[src/rtl/vector_lane_sequencer_if.sv]
// Bus interface for vector_lane_sequencer.
// The slave modport is the sequencer itself: it takes the vector request
// from ID plus the shared ALU result, and drives the stall, status, ALU
// lane controls and the assembled vector result.
// Optional feature macro: VSEQ_LANE_MASK_EN adds the per-lane issue mask.
interface vector_lane_sequencer_if #(
    parameter int LANES      = 4,
    parameter int LANE_W     = 8,
    parameter int LANE_IDX_W = 2
);
    // request side
    logic                    start;
    logic [4:0]              Opcode;
    logic [LANES*LANE_W-1:0] OperandA;
    logic [LANES*LANE_W-1:0] OperandB;
    logic [LANE_W-1:0]       Immediate;
`ifdef VSEQ_LANE_MASK_EN
    logic [LANES-1:0]        lane_mask;
`endif
    // shared ALU side
    logic [LANE_W-1:0]       alu_result;
    logic [3:0]              alu_code;
    logic [LANE_W-1:0]       alu_a;
    logic [LANE_W-1:0]       alu_b;
    logic [LANE_IDX_W-1:0]   lane_sel;
    // status and result
    logic                    busy;
    logic                    done;
    logic                    illegal;
    logic [LANES*LANE_W-1:0] result;

    // requester / ALU owner view
    modport master (
`ifdef VSEQ_LANE_MASK_EN
        output lane_mask,
`endif
        output start, Opcode, OperandA, OperandB, Immediate, alu_result,
        input  busy, done, illegal, lane_sel, alu_code, alu_a, alu_b, result
    );

    // sequencer view
    modport slave (
`ifdef VSEQ_LANE_MASK_EN
        input  lane_mask,
`endif
        input  start, Opcode, OperandA, OperandB, Immediate, alu_result,
        output busy, done, illegal, lane_sel, alu_code, alu_a, alu_b, result
    );
endinterface

[src/rtl/vector_lane_sequencer.sv]
// vector_lane_sequencer
// Multi-cycle sequencer for the 11xxx vector opcodes. One accepted request
// is split into lanes; each RUN cycle presents one lane to the shared scalar
// ALU and captures its combinational result into that lane of the output.
// busy stalls the pipeline from the first RUN cycle through DONE.
// Optional feature macro: VSEQ_LANE_MASK_EN (per-lane issue mask; lanes with
// a zero mask bit are not issued and return their OperandA slice unchanged).
module vector_lane_sequencer #(
    parameter int LANES      = 4,
    parameter int LANE_W     = 8,
    parameter int LANE_IDX_W = 2
) (
    input logic                  clk,
    input logic                  reset,
    vector_lane_sequencer_if.slave bus
);
    localparam int VEC_W = LANES * LANE_W;

    localparam logic [1:0] IDLE = 2'd0;
    localparam logic [1:0] RUN  = 2'd1;
    localparam logic [1:0] DONE = 2'd2;

    logic [1:0]            state_reg;
    logic [VEC_W-1:0]      a_reg;
    logic [VEC_W-1:0]      b_reg;
    logic [LANE_W-1:0]     imm_reg;
    logic [3:0]            code_reg;
    logic                  use_imm_reg;
    logic [LANES-1:0]      mask_reg;
    logic [LANE_IDX_W-1:0] lane_reg;
    logic                  illegal_reg;
    logic [LANE_W-1:0]     res_reg [LANES];

    logic [LANE_W-1:0]     a_lane    [LANES];
    logic [LANE_W-1:0]     b_lane    [LANES];
    logic [LANE_W-1:0]     init_lane [LANES];
    logic [LANES-1:0]      start_mask;
    logic [LANE_IDX_W-1:0] first_lane;
    logic                  any_lane;
    logic [LANE_IDX_W-1:0] next_lane;
    logic                  has_next;
    logic                  in_run;
    logic                  is_vector_op;
    logic [VEC_W-1:0]      result_vec;

    // Opcode low bits to shared-ALU function code.
    function automatic logic [3:0] code_of(input logic [2:0] op);
        case (op)
            3'b000:  return 4'b0011;   // ADDV
            3'b001:  return 4'b0011;   // ADDVI
            3'b010:  return 4'b0010;   // XORV
            3'b011:  return 4'b1010;   // SLLV
            3'b100:  return 4'b1001;   // SRLV
            3'b101:  return 4'b1011;   // SLLVC
            3'b110:  return 4'b1100;   // SRLVC
            default: return 4'b1000;   // MULTI
        endcase
    endfunction

    // Without the mask feature every lane is issued, so the same lane
    // search logic degenerates to a plain 0..LANES-1 walk.
`ifdef VSEQ_LANE_MASK_EN
    assign start_mask = bus.lane_mask;
`else
    assign start_mask = '1;
`endif

    assign is_vector_op = (bus.Opcode[4:3] == 2'b11);
    assign in_run       = (state_reg == RUN);

    // Per-lane views of the latched operands, and the value a lane starts
    // with on accept: zero for issued lanes, the A slice for skipped ones.
    for (genvar gi = 0; gi < LANES; gi++) begin : g_lane
        assign a_lane[gi]    = a_reg[gi*LANE_W +: LANE_W];
        assign b_lane[gi]    = b_reg[gi*LANE_W +: LANE_W];
        assign init_lane[gi] = start_mask[gi] ? '0 : bus.OperandA[gi*LANE_W +: LANE_W];
    end

    // Lowest enabled lane of the incoming request.
    always_comb begin
        first_lane = '0;
        any_lane   = 1'b0;
        for (int i = LANES - 1; i >= 0; i--) begin
            if (start_mask[i]) begin
                first_lane = LANE_IDX_W'(i);
                any_lane   = 1'b1;
            end
        end
    end

    // Next enabled lane above the one currently issued.
    always_comb begin
        next_lane = '0;
        has_next  = 1'b0;
        for (int i = LANES - 1; i >= 0; i--) begin
            if (mask_reg[i] && (i > int'(lane_reg))) begin
                next_lane = LANE_IDX_W'(i);
                has_next  = 1'b1;
            end
        end
    end

    // Sequencer state, operand latches and lane result capture.
    always_ff @(posedge clk) begin
        if (reset) begin
            state_reg   <= IDLE;
            a_reg       <= '0;
            b_reg       <= '0;
            imm_reg     <= '0;
            code_reg    <= '0;
            use_imm_reg <= 1'b0;
            mask_reg    <= '0;
            lane_reg    <= '0;
            illegal_reg <= 1'b0;
            for (int i = 0; i < LANES; i++) begin
                res_reg[i] <= '0;
            end
        end else begin
            illegal_reg <= 1'b0;
            case (state_reg)
                IDLE: begin
                    if (bus.start) begin
                        if (is_vector_op) begin
                            a_reg       <= bus.OperandA;
                            b_reg       <= bus.OperandB;
                            imm_reg     <= bus.Immediate;
                            code_reg    <= code_of(bus.Opcode[2:0]);
                            use_imm_reg <= (bus.Opcode[2:0] == 3'b001) ||
                                           (bus.Opcode[2:0] == 3'b111);
                            mask_reg    <= start_mask;
                            lane_reg    <= first_lane;
                            for (int i = 0; i < LANES; i++) begin
                                res_reg[i] <= init_lane[i];
                            end
                            // an empty mask has nothing to issue
                            state_reg   <= any_lane ? RUN : DONE;
                        end else begin
                            illegal_reg <= 1'b1;
                        end
                    end
                end
                RUN: begin
                    res_reg[lane_reg] <= bus.alu_result;
                    if (has_next) begin
                        lane_reg <= next_lane;
                    end else begin
                        lane_reg  <= '0;
                        state_reg <= DONE;
                    end
                end
                DONE: begin
                    state_reg <= IDLE;
                end
                default: begin
                    state_reg <= IDLE;
                end
            endcase
        end
    end

    // Pack the lane results into the vector output.
    always_comb begin
        result_vec = '0;
        for (int i = 0; i < LANES; i++) begin
            result_vec[i*LANE_W +: LANE_W] = res_reg[i];
        end
    end

    // Status and ALU drive; ALU controls are forced to zero outside RUN.
    assign bus.busy     = (state_reg != IDLE);
    assign bus.done     = (state_reg == DONE);
    assign bus.illegal  = illegal_reg;
    assign bus.result   = result_vec;
    assign bus.lane_sel = in_run ? lane_reg : '0;
    assign bus.alu_code = in_run ? code_reg : 4'b0000;
    assign bus.alu_a    = in_run ? a_lane[lane_reg] : '0;
    assign bus.alu_b    = in_run ? (use_imm_reg ? imm_reg : b_lane[lane_reg]) : '0;

endmodule

[src/flat_wrapper.sv]
// flat-port wrapper written by rule: the top's interface ports become plain ports
module vector_lane_sequencer_flat 
#(
    parameter int LANES      = 4,
    parameter int LANE_W     = 8,
    parameter int LANE_IDX_W = 2
)
  (clk, reset, bus_start, bus_Opcode, bus_OperandA, bus_OperandB, bus_Immediate, bus_alu_result, bus_busy, bus_done, bus_illegal, bus_lane_sel, bus_alu_code, bus_alu_a, bus_alu_b, bus_result);
  vector_lane_sequencer_if #(.LANES(LANES), .LANE_W(LANE_W), .LANE_IDX_W(LANE_IDX_W)) bus_i ();
  input logic clk;
  input logic reset;
  input wire logic [$bits(bus_i.start)-1:0] bus_start;
  input wire logic [$bits(bus_i.Opcode)-1:0] bus_Opcode;
  input wire logic [$bits(bus_i.OperandA)-1:0] bus_OperandA;
  input wire logic [$bits(bus_i.OperandB)-1:0] bus_OperandB;
  input wire logic [$bits(bus_i.Immediate)-1:0] bus_Immediate;
  input wire logic [$bits(bus_i.alu_result)-1:0] bus_alu_result;
  output wire logic [$bits(bus_i.busy)-1:0] bus_busy;
  output wire logic [$bits(bus_i.done)-1:0] bus_done;
  output wire logic [$bits(bus_i.illegal)-1:0] bus_illegal;
  output wire logic [$bits(bus_i.lane_sel)-1:0] bus_lane_sel;
  output wire logic [$bits(bus_i.alu_code)-1:0] bus_alu_code;
  output wire logic [$bits(bus_i.alu_a)-1:0] bus_alu_a;
  output wire logic [$bits(bus_i.alu_b)-1:0] bus_alu_b;
  output wire logic [$bits(bus_i.result)-1:0] bus_result;
  assign bus_i.start = bus_start;
  assign bus_i.Opcode = bus_Opcode;
  assign bus_i.OperandA = bus_OperandA;
  assign bus_i.OperandB = bus_OperandB;
  assign bus_i.Immediate = bus_Immediate;
  assign bus_i.alu_result = bus_alu_result;
  assign bus_busy = bus_i.busy;
  assign bus_done = bus_i.done;
  assign bus_illegal = bus_i.illegal;
  assign bus_lane_sel = bus_i.lane_sel;
  assign bus_alu_code = bus_i.alu_code;
  assign bus_alu_a = bus_i.alu_a;
  assign bus_alu_b = bus_i.alu_b;
  assign bus_result = bus_i.result;
  vector_lane_sequencer #(.LANES(LANES), .LANE_W(LANE_W), .LANE_IDX_W(LANE_IDX_W)) u_core (.clk(clk), .reset(reset), .bus(bus_i));
endmodule
[config.mk]
export PLATFORM = sky130hd
export DESIGN_NAME = vector_lane_sequencer_flat
export DESIGN_NICKNAME = d
export VERILOG_FILES = /design/src/rtl/vector_lane_sequencer_if.sv /design/src/rtl/vector_lane_sequencer.sv /design/src/flat_wrapper.sv
export SDC_FILE = /design/constraint.sdc
export NUM_CORES = 1
export LEC_CHECK = 0
export BUFFER_PORTS_ARGS = -buffer_cell sky130_fd_sc_hd__buf_2
export CAP_MARGIN = 10
export CORE_AREA = 10 10 163 135
export DETAILED_ROUTE_END_ITERATION = 10
export DIE_AREA = 0 0 173 145
export PLACE_DENSITY = 0.5
export RECOVER_POWER = 50
export SYNTH_ARGS = -nofsm -noshare
export SYNTH_HDL_FRONTEND = slang
export SYNTH_SLANG_ARGS = --single-unit
[constraint.sdc]
create_clock -name clk -period 2.4 [get_ports clk]
set_input_delay 0.24 -clock clk [delete_from_list [all_inputs] [get_ports clk]]
set_output_delay 0.24 -clock clk [all_outputs]
set_load 0.005 [all_outputs]
==> impl_metrics.tcl, run 1 <==
set metrics [dict create \
    status "complete, no violations" \
    startpoint "u_core.lane_reg[0]" \
    leakage_nw 2.37 \
    slew_headroom_pct 37.7 \
    grt_pass1_wl_mm 26.2 \
    synthFlopType "dfxtp_1" \
    wirelength_mm 17.3 \
    synth_fp_nets 600 \
    final_nets 725 \
    io_pins 145 \
    fmax_ghz 0.441 \
    die_x_um 173 \
    netlist_area_um2 4980 \
    die-height_um 145 \
    syn2layout_area_growth_pct 30.2 \
    critPathLaunchType "flip-flop" \
    worst_slew_pin_slew_ns 0.935 \
    start_util_pct 26.7 \
    synth-simple-area-share_pct 17.2 \
    synth-xor-area-share_pct 0.352 \
    cts_buffers 17 \
    crit_family "multiplexers" \
    worstSetupPathDepth 5 \
    cellPowerDensity_nw_per_um2 773 \
    required_ns 2.16 \
    synth_compound_area_share_pct 16.7 \
    fp-row-count 45 \
    grt_use_total_pct 13.3 \
    postCtsHoldBufs 0 \
    final_cell_mix "buf_2 (116), dfxtp_1 (83), a21oi_1 (81)" \
    yosysUniqueCellTypes 33 \
    route.detailed.drc 0 \
    critPathCaptureType "output port" \
    crit_arrival_ns 2.03 \
    synth_area_per_cell_um2 9.73 \
    setup.worst_path.class "flip-flop to output port" \
    antenna_found_initial 5 \
    portBuffers 144 \
    drtIter0Drc 302 \
    drt-pass1-iter-count 4 \
    cp_max_fo 8 \
    synth-warning-count 0 \
    setup_viol 0 \
    seq_area_frac_synth_pct 52.6 \
    fin_total_pwr_w 0.00502 \
    drive_above_1_share_pct 27.7 \
    htree_num_levels 4 \
    grt_overflow 0 \
    dieArea_um2 25100 \
    antenna_left 0 \
    max_stage_delay_ns 0.52 \
    crit_path_top_delay_cell "mux4_2" \
    crit_end "bus_alu_b[4]" \
    synthCells 512 \
    async_flop_share_pct 0 \
    rsz0062_at_grt "no" \
    place_congestion 0.806 \
    cts_tree "built" \
    drv_slew 0 \
    synth_top_family_by_area "simple AND/OR/NAND/NOR gates" \
    via_count 4401 \
    cap_violations 0 \
    clkTransAtPathRegs_ns 0.06 \
    min-delay-start "bus_OperandA[25]" \
    via_per_inst 4.83 \
    cp.buffers_inverters 2 \
    synth_edf_count 32 \
    grt_pass1_vias 4469 \
    period_minus_slack_ns 2.27 \
    worstHoldPathType "input port to flip-flop" \
    muxShareOfSynthArea_pct 8.84 \
    post-cts-setup-buffer-count 0 \
    regToRegSetupSlack_ns 0.34 \
    period_share_pct 94.5 \
    rr_worst_depth 4 \
    tns_ns 0 \
    grt_max_degree 84 \
    timing.rr.end "u_core.res_reg[3][5]" \
    final_common_cell "buf_2" \
    rr_startpoint "u_core.state_reg[1]" \
    ys_ff_latch 115 \
    skew_ns 0.0134 \
    clockBufferDepth 2 \
    cts_resized 0 \
    wl_per_cell_um 19.0 \
    dp.final_hpwl_mm 12.1 \
    core_area_um2 18700 \
    finalHoldViolations 0 \
    clock_latency_ns 0.42 \
    cts-root-buf "clkbuf_16" \
    peakVddDrop_mv 0.406 \
    crit_chain "buf_4 > mux4_2 > mux2i_1 > nor2_1 > buf_2" \
    numClockSinks 115 \
    synth_adder_area_share_pct 0 \
]
## synth_stat cells, types with 2 or more instances
master     n  area (um2)
o21ai_1    9        45.0
mux4_2    16         360
buf_2      9        45.0
and2_1    47         294
nand3_1   73         365
nand2_1    3        11.3
buf_1      2        7.51
nor4_1     2        12.5
nor2b_1    2        12.5
nor3_1     2        10.0
nor2_1    14        52.6
dfxtp_1   83        1660
a211oi_1   3        22.5
or3_1      4        25.0
nand2b_1   3        18.8
a21oi_1   81         405
edfxtp_1  32         961
o21ai_0   66         330
clkbuf_1  40         150
mux2i_1    8        80.1
## tightest hold or removal path, cell delays in order
cell and delay (ns):
buf_2 0.10, nand3_1 0.05, a21oi_1 0.05
## cell type report
type                       instances  area [um2]
tap                              258         323
fill                            2011       12200
multi-input combinational        345        2150
timing repair buffer             158         779
clock inverter                    15         171
clock buffer                      17         425
sequential                       115        2620
antenna                            4        10.0
## per-stage QoR
stage	worst slack (ns)	utilization, %	instances	area, um2	hold WS [ns]
finish	0.132	34.7	912	6480	0.0676
CTS	0.118	35.0	908	6540	0.0504
detailed placement	0.368	31.8	876	5940	0.467
floorplan	0.578	-	512	4980	0.337
global route	0.0173	34.7	910	6480	0.0690
global placement	0.469	31.8	876	5940	0.458
## how the worst min path moves through the flow
stage | to | slack (ns) | depth (start not counted)
global placement | u_core.a_reg[9] | 0.46 | 2
finish | u_core.a_reg[25] | 0.07 | 3
CTS | u_core.a_reg[25] | 0.05 | 3
floorplan | u_core.code_reg[0] | 0.34 | 1
global route | u_core.a_reg[31] | 0.07 | 3
detailed placement | u_core.a_reg[16] | 0.47 | 2
## per-layer routing
| layer | wire length [um] | part of all wire, % | track usage [%] | up-vias |
|---|---|---|---|---|
| met1 | 7850 | 45 | 16.8 | 2146 |
| met4 | 240 | 1.4 | 5.42 | 4 |
| met3 | 923 | 5.3 | 3.78 | 21 |
| li1 | - | - | - | 2120 |
| met5 | 14 | 0.081 | 0 | - |
| met2 | 8270 | 48 | 20.8 | 110 |
## cells by family (layout without fill, tap and decap cells)
family	Yosys count	after routing
AO/OA/AOI/OAI	163	163
other	0	4
multiplexers	24	24
buffers and inverters	52	190
flip-flops	115	115
XOR/XNOR	2	2
AND/OR/NAND/NOR	156	156
## power breakdown
group | total (W) | switching [W] | internal [W]
sequential | 0.00211 | 0.0000406 | 0.00207
clock | 0.00254 | 0.000987 | 0.00155
combinational | 0.000366 | 0.000233 | 0.000133
(Power assumes the default switching activity.)
==> inputs of run 2 (changes only) <==
- ABC_AREA: unset -> 1
- CORE_AREA: 10 10 163 135 -> 10 10 145 147
- DIE_AREA: 0 0 173 145 -> 0 0 155 157
==> run 2 against run 1 <==
  * First-iteration DRC count shrank 26%
  * Sequential power is essentially flat
  * Clock skew shrank 0.0062 ns
  * Non-clock buffer count shrank 6
  * Clock power shrank 5%
  * Via count is essentially flat
  * Sequential cell count is the same
  * Synthesized cell count grew 22%
  * Combinational power shrank 12%
  * Critical path type unchanged
  * Critical endpoint is now bus_alu_b[3]
  * Largest cell class unchanged
==> impl_metrics.tcl, run 2 <==
set metrics [dict create \
    period_minus_slack_ns 2.17 \
    cts_tree "built" \
    setup.worst_path.class "flip-flop to output port" \
    core_area_um2 18300 \
    drive_above_1_share_pct 19.1 \
    netlist_area_um2 4800 \
    combPwrFrac_pct 6.6 \
    yosysUniqueCellTypes 21 \
    clkTransAtPathRegs_ns 0.05 \
    synth-warning-count 0 \
    clock_latency_ns 0.41 \
    required_ns 2.16 \
    fillerInstances 2046 \
    place_congestion 0.782 \
    fin_area_um2 6190 \
    start_util_pct 26.2 \
    io_pins 145 \
    htree_num_levels 4 \
    grt_pass1_vias 4263 \
    synth_top_area_cell "dfxtp_1" \
    crit_path_top_delay_cell "dfxtp_2" \
    synthCells 624 \
    critPathMostFrequentCell "nand2_1" \
    clkPwrFrac_pct 49.5 \
    synth.top_cells.by_area "dfxtp_1 (35%), edfxtp_1 (20%), nor2_1 (18%), o21ai_0 (8.5%), nand2_1 (7.1%)" \
    status "complete, no violations" \
    dp.final_hpwl_mm 10.9 \
    async_flop_share_pct 0 \
    final_nets 848 \
    final_cell_mix "nor2_1 (229), buf_2 (103), nand2_1 (96)" \
    synth_most_common_cell "nor2_1" \
    synthTopCellsByCount "nor2_1 (229), nand2_1 (91), dfxtp_1 (83)" \
    final_util_pct 33.7 \
    drtIter0Drc 224 \
    slew_headroom_pct 51.2 \
    numClockSinks 115 \
    period_share_pct 90.5 \
    startpoint "u_core.lane_reg[1]" \
    drv_slew 0 \
    route.detailed.drc 0 \
    crit_chain "inv_2 > nand2_1 > clkinvlp_4 > nand2_1 > nand2_1 > nor2_1 > nor2_1 > buf_2" \
    seqPwrFrac_pct 43.8 \
    min-delay-start "bus_Opcode[3]" \
    cellPowerDensity_nw_per_um2 788 \
    critPathCaptureType "output port" \
    syn2layout_area_growth_pct 28.7 \
    finalHoldViolations 0 \
    cp_max_fo 15 \
    grt_overflow 0 \
    grt_pass1_wl_mm 23.1 \
    intPower_w 0.00373 \
    cap_violations 0 \
    via_count 4400 \
    tns_ns 0 \
    wl_per_cell_um 15.0 \
    postCtsHoldBufs 0 \
    clockBufferDepth 2 \
    peakVddDrop_mv 0.500 \
    cts-root-buf "clkbuf_16" \
    worst_slew_pin_slew_ns 0.732 \
    grt_use_total_pct 12.1 \
    ys_ff_latch 115 \
    max_stage_delay_ns 0.50 \
    worstHoldPathType "input port to flip-flop" \
    swShare_pct 23.5 \
    antenna_left 0 \
    synthFlopType "dfxtp_1" \
    skew_ns 0.00717 \
    synth_edf_count 32 \
    synth_fp_nets 712 \
    die_x_um 155 \
    final_common_cell "nor2_1" \
    synth_top_area_share_pct 34.6 \
    drt-pass1-iter-count 5 \
    seq_area_frac_synth_pct 54.6 \
    critPathLaunchType "flip-flop" \
    fp-row-count 50 \
    placed_area_um2 5670 \
    die-height_um 157 \
    setup_viol 0 \
    rsz0062_at_grt "no" \
    crit_arrival_ns 1.93 \
    p_switching_w 0.00115 \
    cts_buffers 17 \
    leakage_nw 2.83 \
    via_per_inst 4.36 \
    grt_max_degree 76 \
    antenna_found_initial 3 \
    wirelength_mm 15.1 \
    fmax_ghz 0.460 \
    portBuffers 144 \
    synth_area_per_cell_um2 7.70 \
    dieArea_um2 24300 \
    rr_startpoint "u_core.lane_reg[1]" \
]
## run 2: cell count changes in the layout (fill, tap and decap cells not counted), sizes merged, moves of 16 or more
cell / change
and2: -47
inv: +20
a21oi: -77
buf: -16
mux4: -16
nand3: -43
nor2: +218
nand2: +93
## run 2: stage by stage
stage                     power [W]  instances  hold slack (ns)  setup WS [ns]
after detailed placement    0.00251        975            0.444          0.416
after global routing        0.00508       1009           0.0259         0.0233
final                       0.00488       1010           0.0365          0.227
after global placement      0.00251        975            0.440          0.464
after CTS                   0.00495       1007           0.0221         0.0893
after floorplan             0.00234        624            0.333          0.940
## run 2: logic make-up (layout without fill, tap and decap cells)
kind of cell / count (synthesis) / count (layout) / synth area share [%]
buffers and inverters: 61 / 210 / 6.69
AO/OA/AOI/OAI: 87 / 87 / 9.11
flip-flops: 115 / 115 / 54.6
other: 0 / 3 / 0
AND/OR/NAND/NOR: 361 / 361 / 29.6
## run 2: power by group through the flow
| stage | combinational, W | sequential (W) | clock [W] |
|---|---|---|---|
| 3_5_place_dp | 0.000336 | 0.00218 | 0 |
| 3_3_place_gp | 0.000336 | 0.00218 | 0 |
| 6_report | 0.000323 | 0.00214 | 0.00241 |
| 4_1_cts | 0.000338 | 0.00214 | 0.00247 |
| 2_1_floorplan | 0.000176 | 0.00216 | 0 |
| 5_1_grt | 0.000371 | 0.00215 | 0.00256 |
## run 2: final cells by class
cell class	instances	area [um2]	area share, %
Tap cell	234	293	4.73
Antenna cell	3	7.51	0.121
Timing Repair Buffer	152	742	12.0
Inverter	26	101	1.64
Clock buffer	17	425	6.88
Sequential cell	115	2620	42.4
Multi-Input combinational cell	448	1850	30.0
Clock inverter	15	140	2.27
## run 2: worst max-delay path, delay by kind of cell (launching register included)
family                 cells  cell delay, ns
and+or+nand+nor            5            0.51
DFF                        1            0.50
buffers and inverters      3            0.52
## run 2: final timing paths
| kind | end | cells after the start | slack, ns |
|---|---|---|---|
| worst min-delay path | u_core.bus.illegal | 2 | 0.04 |
| worst min register to register | u_core.code_reg[2] | 2 | 0.46 |
| worst max-delay path | bus_alu_b[3] | 8 | 0.23 |
| worst max register to register | u_core.res_reg[1][3] | 5 | 0.44 |
## run 2: repair_timing
action,in CTS,in global routing
endpoints found under the hold margin,0,0
setup endpoints to repair,0,11
resized for setup,0,2
setup buffers,0,0
## run 2: routing by layer
| metal | vias up | track usage, % | wire, um |
|---|---|---|---|
| met2 | 142 | 16.1 | 6030 |
| met3 | 8 | 5.76 | 1360 |
| li1 | 2268 | - | - |
| met4 | 0 | 3.10 | 104 |
| met1 | 1982 | 16.8 | 7620 |
| met5 | - | 0 | 0 |
